File: config.mk
export PLATFORM = sky130hd
export DESIGN_NAME = dsb_switch_alloc
export DESIGN_NICKNAME = d
export VERILOG_FILES = /design/src/rtl/dsb_pkg.sv /design/src/rtl/dsb_switch_alloc_rr_arb5.sv /design/src/rtl/dsb_switch_alloc.sv
export SDC_FILE = /design/constraint.sdc
export NUM_CORES = 1
export LEC_CHECK = 0
export CORE_AREA = 2 2 164 166
export CTS_BUF_LIST = sky130_fd_sc_hd__clkbuf_2 sky130_fd_sc_hd__clkbuf_4 sky130_fd_sc_hd__clkbuf_8
export DETAILED_ROUTE_END_ITERATION = 10
export DIE_AREA = 0 0 166 168
export PLACE_DENSITY = 0.82
export SLEW_MARGIN = 20
export SYNTH_ARGS = -nofsm -noshare
export SYNTH_HDL_FRONTEND = slang
export SYNTH_HIERARCHICAL = 1
export SYNTH_SLANG_ARGS = --single-unit
File: constraint.sdc
create_clock -name clk -period 8 [get_ports clk]
set_input_delay 1.6 -clock clk [delete_from_list [all_inputs] [get_ports clk]]
set_output_delay 1.6 -clock clk [all_outputs]
set_load 0.005 [all_outputs]
File: src/rtl/dsb_pkg.sv
// rtl/dsb_pkg.sv - port indices, flit header layout and XY route helper for the switch allocator
package dsb_pkg;

  localparam logic [2:0] P_IDX = 3'd0;
  localparam logic [2:0] S_IDX = 3'd1;
  localparam logic [2:0] W_IDX = 3'd2;
  localparam logic [2:0] N_IDX = 3'd3;
  localparam logic [2:0] E_IDX = 3'd4;

  // Header byte sits at flit bits [71:64]
  localparam int HDR_LSB = 64;

  typedef enum logic [1:0] {
    FT_SINGLE = 2'b00,
    FT_HEAD   = 2'b01,
    FT_BODY   = 2'b10,
    FT_TAIL   = 2'b11
  } flit_type_e;

  typedef struct packed {
    flit_type_e ftype;
    logic [2:0] dst_x;
    logic [2:0] dst_y;
  } hdr_t;

  function automatic logic [2:0] route_xy(input logic [2:0] dst_x, input logic [2:0] dst_y,
                                          input logic [2:0] lx, input logic [2:0] ly);
    if (dst_x > lx)      return E_IDX;
    else if (dst_x < lx) return W_IDX;
    else if (dst_y > ly) return N_IDX;
    else if (dst_y < ly) return S_IDX;
    else                 return P_IDX;
  endfunction

endpackage

File: src/rtl/dsb_switch_alloc_rr_arb5.sv
// rtl/dsb_switch_alloc_rr_arb5.sv - five-request round-robin arbiter searching from ptr+1
module rr_arb5 (
  input  logic [4:0] req,
  input  logic [2:0] ptr,
  output logic [4:0] gnt_onehot,
  output logic [2:0] gnt_idx,
  output logic       gnt_any
);

  always_comb begin : p_search
    logic       found;
    logic [2:0] idx;
    int         j;
    found      = 1'b0;
    idx        = 3'd0;
    j          = 0;
    gnt_onehot = '0;
    gnt_idx    = '0;
    for (int k = 1; k <= 5; k++) begin
      j   = (int'(ptr) + k) % 5;
      idx = j[2:0];
      if (!found && req[idx]) begin
        found           = 1'b1;
        gnt_onehot[idx] = 1'b1;
        gnt_idx         = idx;
      end
    end
    gnt_any = |req;
  end

endmodule

File: src/rtl/dsb_switch_alloc.sv
// rtl/dsb_switch_alloc.sv - XY route compute and wormhole switch allocator for the 5-port router
module dsb_switch_alloc
  import dsb_pkg::*;
#(
  parameter int NPORT       = 5,
  parameter int COORD_W     = 3,
  parameter int FLIT_LENGTH = 72
) (
  input  logic                 clk,
  input  logic                 rst,
  input  logic [COORD_W-1:0]   lx,
  input  logic [COORD_W-1:0]   ly,
  input  logic [NPORT-1:0]     in_valid,
  input  logic [NPORT*8-1:0]   in_hdr,
  input  logic [NPORT-1:0]     out_free,
  output logic [NPORT-1:0]     in_pop,
  output logic [NPORT-1:0]     xbar_vld,
  output logic [NPORT*3-1:0]   xbar_sel,
  output logic                 err_stray
);

  localparam int HDR_W = FLIT_LENGTH - HDR_LSB;

  localparam logic [0:0] ST_IDLE   = 1'b0;
  localparam logic [0:0] ST_LOCKED = 1'b1;

  logic [0:0]       st_q    [NPORT];
  logic [0:0]       st_d    [NPORT];
  logic [2:0]       owner_q [NPORT];
  logic [2:0]       owner_d [NPORT];
  logic [2:0]       ptr_q   [NPORT];
  logic [2:0]       ptr_d   [NPORT];

  hdr_t             hdr     [NPORT];
  logic [2:0]       route   [NPORT];
  logic [NPORT-1:0] locked;
  logic [4:0]       req     [NPORT];
  logic [4:0]       gnt_oh  [NPORT];
  logic [2:0]       gnt_idx [NPORT];
  logic [NPORT-1:0] gnt_any;

  logic [NPORT-1:0]   pop_c;
  logic [NPORT-1:0]   vld_c;
  logic [NPORT*3-1:0] sel_c;
  logic               stray_c;

  always_comb begin
    for (int i = 0; i < NPORT; i++) begin
      hdr[i]    = hdr_t'(in_hdr[HDR_W*i +: 8]);
      route[i]  = route_xy(hdr[i].dst_x, hdr[i].dst_y, lx, ly);
      locked[i] = 1'b0;
      for (int o = 0; o < NPORT; o++) begin
        if (st_q[o] == ST_LOCKED && owner_q[o] == 3'(i)) locked[i] = 1'b1;
      end
    end
    // Only unlocked packet starts compete; locked inputs follow their owner output
    for (int o = 0; o < NPORT; o++) begin
      req[o] = '0;
      for (int i = 0; i < NPORT; i++) begin
        req[o][i] = in_valid[i] && !locked[i] && route[i] == 3'(o) &&
                    (hdr[i].ftype == FT_SINGLE || hdr[i].ftype == FT_HEAD);
      end
    end
  end

  for (genvar g = 0; g < NPORT; g++) begin : g_arb
    rr_arb5 u_arb (
      .req        (req[g]),
      .ptr        (ptr_q[g]),
      .gnt_onehot (gnt_oh[g]),
      .gnt_idx    (gnt_idx[g]),
      .gnt_any    (gnt_any[g])
    );
  end

  always_comb begin
    pop_c   = '0;
    vld_c   = '0;
    sel_c   = '0;
    stray_c = 1'b0;
    st_d    = st_q;
    owner_d = owner_q;
    ptr_d   = ptr_q;
    for (int o = 0; o < NPORT; o++) begin
      if (st_q[o] == ST_LOCKED) begin
        if (in_valid[owner_q[o]] && out_free[o]) begin
          vld_c[o]          = 1'b1;
          sel_c[3*o +: 3]   = owner_q[o];
          pop_c[owner_q[o]] = 1'b1;
          if (hdr[owner_q[o]].ftype == FT_TAIL) st_d[o] = ST_IDLE;
        end
      end else if (out_free[o] && gnt_any[o]) begin
        vld_c[o]        = 1'b1;
        sel_c[3*o +: 3] = gnt_idx[o];
        pop_c           = pop_c | gnt_oh[o];
        ptr_d[o]        = gnt_idx[o];
        if (hdr[gnt_idx[o]].ftype == FT_HEAD) begin
          st_d[o]    = ST_LOCKED;
          owner_d[o] = gnt_idx[o];
        end
      end
    end
    // Body/tail with no owning lock cannot be routed; drop it and flag
    for (int i = 0; i < NPORT; i++) begin
      if (in_valid[i] && !locked[i] &&
          (hdr[i].ftype == FT_BODY || hdr[i].ftype == FT_TAIL)) begin
        pop_c[i] = 1'b1;
        stray_c  = 1'b1;
      end
    end
  end

  assign in_pop    = rst ? pop_c : '0;
  assign xbar_vld  = rst ? vld_c : '0;
  assign xbar_sel  = rst ? sel_c : '0;
  assign err_stray = rst & stray_c;

  always_ff @(posedge clk or negedge rst) begin
    if (!rst) begin
      for (int o = 0; o < NPORT; o++) begin
        st_q[o]    <= ST_IDLE;
        owner_q[o] <= 3'd0;
        ptr_q[o]   <= 3'd4;
      end
    end else begin
      st_q    <= st_d;
      owner_q <= owner_d;
      ptr_q   <= ptr_d;
    end
  end

endmodule
# --- After elaboration in Yosys (flattened, before gate mapping) ---
# Index checks and enable logic that the tools add are counted.
word_totals:
  reg_bits: 35
  in_bits: 58
classes:
  magnitude_cmp: 90
  muxes: 348
  div: 25
  n_reduce_logical: 210
  eq_ne: 65
  addsub: 25
  n_bitwise: 44
op_table:
  columns: ["operator", "count"]
  rows:
  - ["modulo 32 x 4 -> 32 bit, second input constant", 25]
  - ["binary-select mux 8 bit (select 3 bit)", 10]
  - ["two-way mux 5 bit", 42]
  - ["two-way mux 1 bit", 160]
  - ["two-way mux 8 bit", 20]
  - ["two-way mux 3 bit", 49]
  - ["logical AND 1 bit", 145]
  - ["bitwise OR 5 bit", 28]
  - ["less-than comparator 3 x 4 -> 1 bit, second input constant", 30]
  - ["binary-select mux 1 bit (select 3 bit)", 30]
  - ["demux 1 bit (select 3 bit)", 30]
  - [">= comparator 3 x 1 -> 1 bit, second input constant", 30]
  - ["equality test 3 x 2 -> 1 bit, second input constant", 20]
  - ["adder 3 x 2 -> 4 bit, second input constant", 10]
  - ["adder 3 x 3 -> 4 bit, second input constant", 10]
  - [">= comparator 4 bit, second input constant", 10]
  - ["inverter 3 -> 4 bit", 10]
  - ["equality test 2 bit, second input constant", 15]
  - ["equality test 3 x 1 -> 1 bit, second input constant", 10]
  - ["equality test 3 bit, second input constant", 10]
  - ["> comparator 3 bit", 10]
  - ["zero test 3 bit", 10]
  - ["less-than comparator 3 bit", 10]
  - ["zero test 1 bit", 25]
  - ["11 further kinds", 58]

# --- Logic depth before layout (Yosys ltp) ---
# Gate-level depths: netlist (run 1).
logic_depth:
  depth_word: 42
  mapped_depth: 28
  depth_no_buf: 22

# --- Hierarchy ---
# The synthesis (run 1) kept the hierarchy.
modules_own_cells:
  columns: ["module", "seq_area_each_um2", "n_inst", "area_each_um2", "cells_per_inst"]
  rows:
  - ["rr_arb5 (g_arb[0].u_arb ...)", 0.0, 4, 2035.7, 288]
  - ["dsb_switch_alloc", 882.1, 1, 4066.4, 519]
  - ["rr_arb5 (g_arb[4].u_arb)", 0.0, 1, 2011.9, 264]

# --- Worst setup path before layout (run 1) ---
# No wires, ideal clock.
synth_timing:
  kind: "register to output"
  startpoint: "reg ptr_q[0] (netlist bit)"
  endpoint: "out in_pop[4]"
  stages_incl_launch_ff: 27
  arrival_ps: 5260
  slack_ps: 1140
  required_ps: 6400
  path_buffers: 5
  path_cell_list: "dfrtp_1 buf_4 clkbuf_1 buf_2 inv_1 ha_1 buf_2 inv_1 ha_1 nor2_1 a21oi_2 xnor2_4 inv_2 ha_1 nor2b_1 o32ai_4 xnor2_1 a221o_1 a21o_1 and4b_4 buf_6 nand2_2 o2111ai_1 a22o_1 a221oi_1 and3_1 a31oi_1"
synth_lines:
  columns: ["element", "line_no", "text"]
  rows:
  - ["from (decl)", "dsb_switch_alloc.sv:31", "logic [2:0] ptr_q [NPORT];"]
  - ["from (signal assigned)", "dsb_switch_alloc.sv:128", "ptr_q <= ptr_d;"]
  - ["to (decl)", "dsb_switch_alloc.sv:16", "output logic [NPORT-1:0] in_pop,"]

==> summary.md, run 1 <==
| Metric | Value |
|---|---|
| 1st-iter DRT viols | `1754` |
| GR peak layer | `met2` |
| Post-synthesis sequential area ratio | `6.20%` |
| Largest net degree at the start of global routing | `39` |
| CP startpoint | `lx[1]` |
| Vias in the first global route | `14.5k` |
| Pins Over Slew Limit | `0` |
| Final ANT Viol Nets | `0` |
| Dpl hpwl | `37600 um` |
| First-pass DRT Iterations | `6` |
| Hold_sp | `owner_q[11]$_DFFE_PN0P_` |
| Die width | `around 170 um` |
| Worst-Margin Slew | `953 ps` |
| Boundary pin count | `84` |
| GRT Util Overall | `32.4%` |
| Clk Latency, worst-skew pair | `320 ps` |
| Worst vdd ir | `0.000290 V` |
| H-tree levels | `2` |
| GPL Wtd Cong | `between 1 and 1.5` |
| Critical path arrival | `~6500 ps` |
| Grt met1 use | `42.8%` |
| CP Max Fanout | `8` |
| First-pass GRT wire length | `75600 um` |
| Core area | `about 0.026 mm^2` |
| Placed insts | `approximately 2.3k` |
| Cell Area, Synth | `0.0142 mm^2` |
| Synth top area cells | `ha_1 (13%), dfrtp_1 (5.3%), nand2_1 (4.5%), mux2i_1 (4.3%), inv_1 (3.8%)` |
| Status | `complete, but fails checks` |
| Remaining DRCs | `0` |
| Failing checks | `setup timing` |
| Initial antenna violation count | `4` |
| Place WS | `-34.6 ps` |
| CP startpoint kind | `input port` |
| CTS Root Cell | `clkbuf_8` |
| Layout Nets | `between 2k and 2.5k` |
| Grt ovf | `0` |
| Fin cells | `approximately 2.3k` |
| Yosys warning count | `6` |
| F_max | `124 MHz` |
| PortBufs | `83` |
| Setup violators final | `2` |
| Yosys top cell by area | `ha_1` |
| Top-area cell type share of the netlist area | `12.8%` |
| Met3 global-route usage | `6.51%` |
| Slew margin rel. | `36.4%` |
| Yosys cell types | `~120` |
| Reg clk slew, reported paths | `roughly 80 ps` |
| CP Class | `in -> out` |
| Mean area per synthesized cell | `7.35 um^2` |
| Routed length per instance | `20.2 um` |
| RR Startpoint | `ptr_q[3]$_DFFE_PN0P_` |
| Clock skew | `roughly 6.4 ps` |
| Post-layout min period | `8070 ps` |
| Top-count cell post-synth | `nand2_1` |
| Class of the worst hold path | `reg -> reg` |
| CTS tree | `yes` |
| Cell count after synthesis | `1935` |
| Layout area overhead | `10.7%` |
| Die area | `0.0279 mm^2` |
| Most used DFF post-synth | `dfrtp_1` |
| Post-Syn Nets | `2139` |
| CTS sink cnt | `35` |
| Vias per std cell | `between 6 and 7` |
| Post-synth EDFFs | `0` |
| Die Span Y | `roughly 170 um` |
| Post-route setup slack | `-65.9 ps` |
| Final hold violation count | `0` |
| Most frequent cells after synthesis | `nand2_1 (169), ha_1 (145), inv_1 (143), a21oi_1 (104), nor2_1 (102)` |
| Rows | `60` |
| Worst path required time | `6400 ps` |
| Via Count | `15.7k` |
| CP endpoint kind | `output pin` |
| Max-cap viol count | `0` |
| RSZ-0062 raised after global routing | `true` |
| CTS Buf Count | `5` |
| #FFs+latches synth | `35` |
| Met2 usage in global routing | `a little over half` |
| Routed WL | `47400 um` |
| FILL cells | `approximately 2.4k` |
| Fraction of layout cells with a size suffix above 1 | `12.9%` |
| Setup TNS | `-94.8 ps` |
| Maximum clock path buffer count | `2` |
| Static Leakage | `about 6.2 nW` |
| Fin crit share | `101%` |
| Async SR Flop Fraction | `100%` |
| PwrDens | `approximately 250 mW/mm^2` |
| Initial Utilization | `54.0%` |
-- registers in the layout (all words and copies together), names as in the netlist --
register  cells
ptr_q        15
st_q          5
owner_q      15
-- cells in the final DEF, fill, tap and decap left out, types with 46 or more instances in the layout --
cell type | Yosys | layout
clkdlybuf4s50_1 | 0 | 80
nand2_1 | 169 | 169
buf_4 | 6 | 84
a21oi_1 | 104 | 104
nand3_1 | 65 | 65
nor2_1 | 102 | 102
xnor2_1 | 46 | 46
inv_1 | 143 | 143
ha_1 | 145 | 145
o21ai_0 | 71 | 70
nand2b_1 | 70 | 70
mux2i_1 | 61 | 59
nor3_1 | 55 | 54
-- kinds of logic (layout without fill, tap and decap cells) --
kind of cell,Yosys count,in the layout,synth area share (%)
AND/OR/NAND/NOR,775,775,31.7
AO/OA/AOI/OAI,580,580,30.0
flip-flops,35,35,6.20
multiplexers,87,87,7.46
other,0,5,0
adder cells (fa/ha/maj),146,146,12.9
XOR/XNOR,54,54,3.91
buffers and inverters,258,325,7.80
-- path summary, 6_finish.rpt --
path	to	slack, ps	depth (start not counted)
worst min-delay path	owner_q[11]$_DFFE_PN0P_	610	1
worst max register to register	owner_q[5]$_DFFE_PN0P_	1930	21
max in group asynchronous	ptr_q[2]$_DFFE_PN1P_	6280	2
worst min register to register	owner_q[11]$_DFFE_PN0P_	610	1
min in group asynchronous	ptr_q[3]$_DFFE_PN0P_	1340	2
worst max-delay path	in_pop[2]	-70	20
-- worst max-delay path, stage by stage --
cell and delay [ps]:
clkdlybuf4s50_1 460, inv_1 110, ha_1 320, nor2b_1 130, o21ai_0 140, nand2b_1 130, and4bb_2 360, and3b_1 210
o22ai_1 110, o21ai_0 100, a221o_1 270, a21boi_1 230, nand3_1 170, and3b_4 360, nand2_1 130, o311ai_1 360
a21oi_1 100, and3_1 180, a31oi_1 380, clkdlybuf4s50_1 600
-- per-stage QoR --
stage	utilization, %	power, mW	hold WS [ps]	area (um^2)
after floorplan	-	2.87	472	14200
after global placement	59.0	3.60	572	15500
after detailed placement	59.0	3.66	580	15500
after CTS	59.3	3.82	602	15600
after global routing	59.7	4.26	647	15700
final	59.7	3.92	606	15700
-- layout make-up --
type,instances,area [um^2],area share (%)
repair buffers,167,1460,9.28
clock buffers,5,68.8,0.437
well taps,341,427,2.71
multi-input cells,1642,12300,78.2
flip-flops and latches,35,882,5.60
inverters,150,566,3.59
clock inverters,3,20.0,0.127
diodes,5,12.5,0.0795
-- per-layer routing --
layer  routed length (um)  vias up
li1                     -     7426
met1                19800     7416
met2                21500      751
met3                 4550      123
met4                 1680        0
met5                    0        -
-- power breakdown --
group	switching, mW	leakage (nW)	internal, mW	total, mW
clock network	0.0815	0.0402	0.0607	0.142
registers	0.0975	0.454	0.210	0.308
logic	2.06	5.71	1.41	3.47
-- what timing repair did --
action	4_1_cts	5_1_grt
hold buffers	0	0
buffers inserted	0	3
pin swaps	0	5
resized for setup	2	16
setup endpoints to repair	1	11
Note: power is estimated with default switching activity, not from simulation.
==> run 2, diff against run 1 <==
Settings changed: CORE_AREA 2 2 164 166 to 2 2 160 162, DIE_AREA 0 0 166 168 to 0 0 162 164, REMOVE_ABC_BUFFERS set to 1, SYNTH_HIERARCHICAL 1 to not set.
==> summary.md, run 2 <==
| Metric | Value |
|---|---|
| Post-route cell area | `0.0153 mm^2` |
| Yosys top cell by area | `ha_1` |
| First-pass DRT Iterations | `8` |
| Clock skew | `roughly 12 ps` |
| Fin crit share | `98.3%` |
| CTS Hold Buffers Added | `0` |
| Pins Over Slew Limit | `0` |
| CTS Root Cell | `clkbuf_8` |
| Async SR Flop Fraction | `between 90% and 100%` |
| Most frequent cells after synthesis | `nand2_1 (173), ha_1 (154), nor2_1 (134), a21oi_1 (125), inv_1 (115)` |
| Layout area overhead | `13.3%` |
| Slew margin rel. | `27.0%` |
| Layout Nets | `around 2.2k` |
| CTS tree | `yes` |
| Sequential cell area | `893 um^2` |
| Via Count | `~16k` |
| Status | `complete, no violations` |
| Routed WL | `48700 um` |
| Die width | `around 160 um` |
| PortBufs | `83` |
| Routed wl met3 | `~3800 um` |
| Max-cap viol count | `0` |
| Setup TNS | `0 ps` |
| Rows | `58` |
| Vias in the first global route | `roughly 15k` |
| Fin cells | `2312` |
| Class of the worst hold path | `reg -> reg` |
| First-pass GRT wire length | `76200 um` |
| FILL cells | `between 2k and 2.5k` |
| Reg clk slew, reported paths | `80 ps` |
| Top-count cell post-synth | `nand2_1` |
| Post-synthesis sequential area ratio | `between 6 and 7%` |
| Routed wl met2 | `22500 um` |
| Largest net degree at the start of global routing | `43` |
| Biggest regs | `owner_q x15, ptr_q x15, st_q x5` |
| Grt ovf | `0` |
| DR top layer | `met4` |
| Die area | `0.0266 mm^2` |
| Post-synth EDFFs | `0` |
| F_max | `about 130 MHz` |
| CP Class | `in -> out` |
| Worst path required time | `6400 ps` |
| Area of the multi-input gates | `0.0120 mm^2` |
| Maximum clock path buffer count | `2` |
| CTS Buf Count | `5` |
| CTS sink cnt | `35` |
| Dpl hpwl | `38600 um` |
| Area post-placement | `approximately 0.015 mm^2` |
| Diode count | `0` |
| CP startpoint kind | `input port` |
| CP endpoint kind | `output pin` |
| Mean area per synthesized cell | `7.12 um^2` |
| Vias per std cell | `6.79` |
| Synth top area cells | `ha_1 (14%), dfrtp_1 (5.5%), nand2_1 (4.8%), a21oi_1 (4.6%), mux2i_1 (4.4%)` |
| Worst-Margin Slew | `1080 ps` |
| Placed insts | `2297` |
| PwrDens | `425 mW/mm^2` |
| 1st-iter DRT viols | `between 1.5k and 2k` |
| Critical path arrival | `between 6000 and 7000 ps` |
| Most used DFF post-synth | `dfrtp_1` |
| Cell count after synthesis | `1900` |
| Most common cell after layout, fill and taps aside | `nand2_1` |
| Fraction of layout cells with a size suffix above 1 | `about an eighth` |
| GRT Util Overall | `a little over a third` |
| Remaining DRCs | `0` |
| Post-layout min period | `7870 ps` |
| Top-area cell type share of the netlist area | `roughly 14%` |
| Cell Area, Synth | `0.0135 mm^2` |
| Yosys warning count | `0` |
| CP Max Fanout | `5` |
| Die Span Y | `164 um` |
| H-tree levels | `2` |
| #FFs+latches synth | `35` |
| Core area | `0.0248 mm^2` |
| Initial Utilization | `54.5%` |
| Routed length per instance | `~21 um` |
| Setup violators final | `0` |
| Commonest non-fill, non-tap cells in the layout | `nand2_1 (173), ha_1 (151), nor2_1 (132), a21oi_1 (123), inv_1 (114)` |
| Metal-1 WL | `19700 um` |
| Final ANT Viol Nets | `0` |
| Yosys cell types | `115` |
| Initial antenna violation count | `0` |
| GPL Wtd Cong | `1.04` |
| Final hold violation count | `0` |
| Boundary pin count | `84` |
| Clk Latency, worst-skew pair | `310 ps` |
| Static Leakage | `6.34 nW` |
| Worst vdd ir | `0.000473 V` |
==> run 2: worst paths after layout <==
kind	cells past startpoint	slack (ps)	end	from
max	18	130	in_pop[0]	lx[1]
min	1	590	ptr_q[6]$_DFFE_PN0P_	ptr_q[6]$_DFFE_PN0P_
max reg2reg	20	2280	owner_q[9]$_DFFE_PN0P_	ptr_q[10]$_DFFE_PN0P_
min reg2reg	1	590	ptr_q[6]$_DFFE_PN0P_	ptr_q[6]$_DFFE_PN0P_
max in group asynchronous	2	6190	ptr_q[10]$_DFFE_PN0P_	rst
min in group asynchronous	2	1340	owner_q[12]$_DFFE_PN0P_	rst
==> run 2: final cells by class <==
cell class	instances	area share, %
Multi-Input combinational cell	1654	78.5
Timing Repair Buffer	159	9.10
Sequential cell	35	5.82
Inverter	126	3.16
Tap cell	330	2.69
Clock buffer	6	0.538
Clock inverter	2	0.228
==> run 2: routing by layer <==
layer	vias to the layer above	GRT usage (%)
li1	7318	-
met3	181	4.62
met4	0	17.0
met1	7387	44.3
met5	-	0
met2	823	59.4
==> run 2: per-stage QoR <==
step / utilization [%] / hold WS (ps) / setup WS (ps) / power, mW
floorplan: - / 558 / 1100 / 4.47
global placement: 60.2 / 574 / 191 / 5.79
detailed placement: 60.2 / 574 / 127 / 5.88
CTS: 60.7 / 598 / 73.3 / 6.10
global route: 61.8 / 641 / -13.4 / 7.04
finish: 61.8 / 593 / 134 / 6.51
==> run 2: critical path, cell delays in order <==
cell             delay (ps)
clkdlybuf4s50_1         450
inv_1                   120
ha_1                    320
nor2b_1                 180
o21ai_1                 100
buf_4                   150
and2_1                  160
or4_1                   650
mux2i_1                 280
o2bb2ai_1               190
nand2_1                 160
nand3_1                 150
nor2b_1                  80
a211oi_1                240
o221ai_1                230
or3_1                   410
o31a_1                  340
clkdlybuf4s50_1         450
==> run 2: report_power, final <==
part	total (mW)	switching (mW)	internal, mW
clock	0.179	0.0777	0.101
combinational	5.96	3.59	2.36
sequential	0.376	0.145	0.232
total	6.51	3.82	2.70
==> run 2: logic make-up (layout without fill, tap and decap cells) <==
| family | after synthesis | after routing | share of synthesized area, % |
|---|---|---|---|
| compound gates | 592 | 592 | 31.1 |
| xor+xnor | 57 | 57 | 3.86 |
| fa+ha+maj | 155 | 155 | 14.4 |
| buf+inv | 211 | 293 | 6.06 |
| flops | 35 | 35 | 6.52 |
| mux | 86 | 86 | 7.36 |
| simple gates | 764 | 764 | 30.7 |
==> run 2: what timing repair did <==
item | 4_1_cts | 5_1_grt
resized for setup | 0 | 49
setup buffers | 0 | 7
setup endpoints to repair | 0 | 18
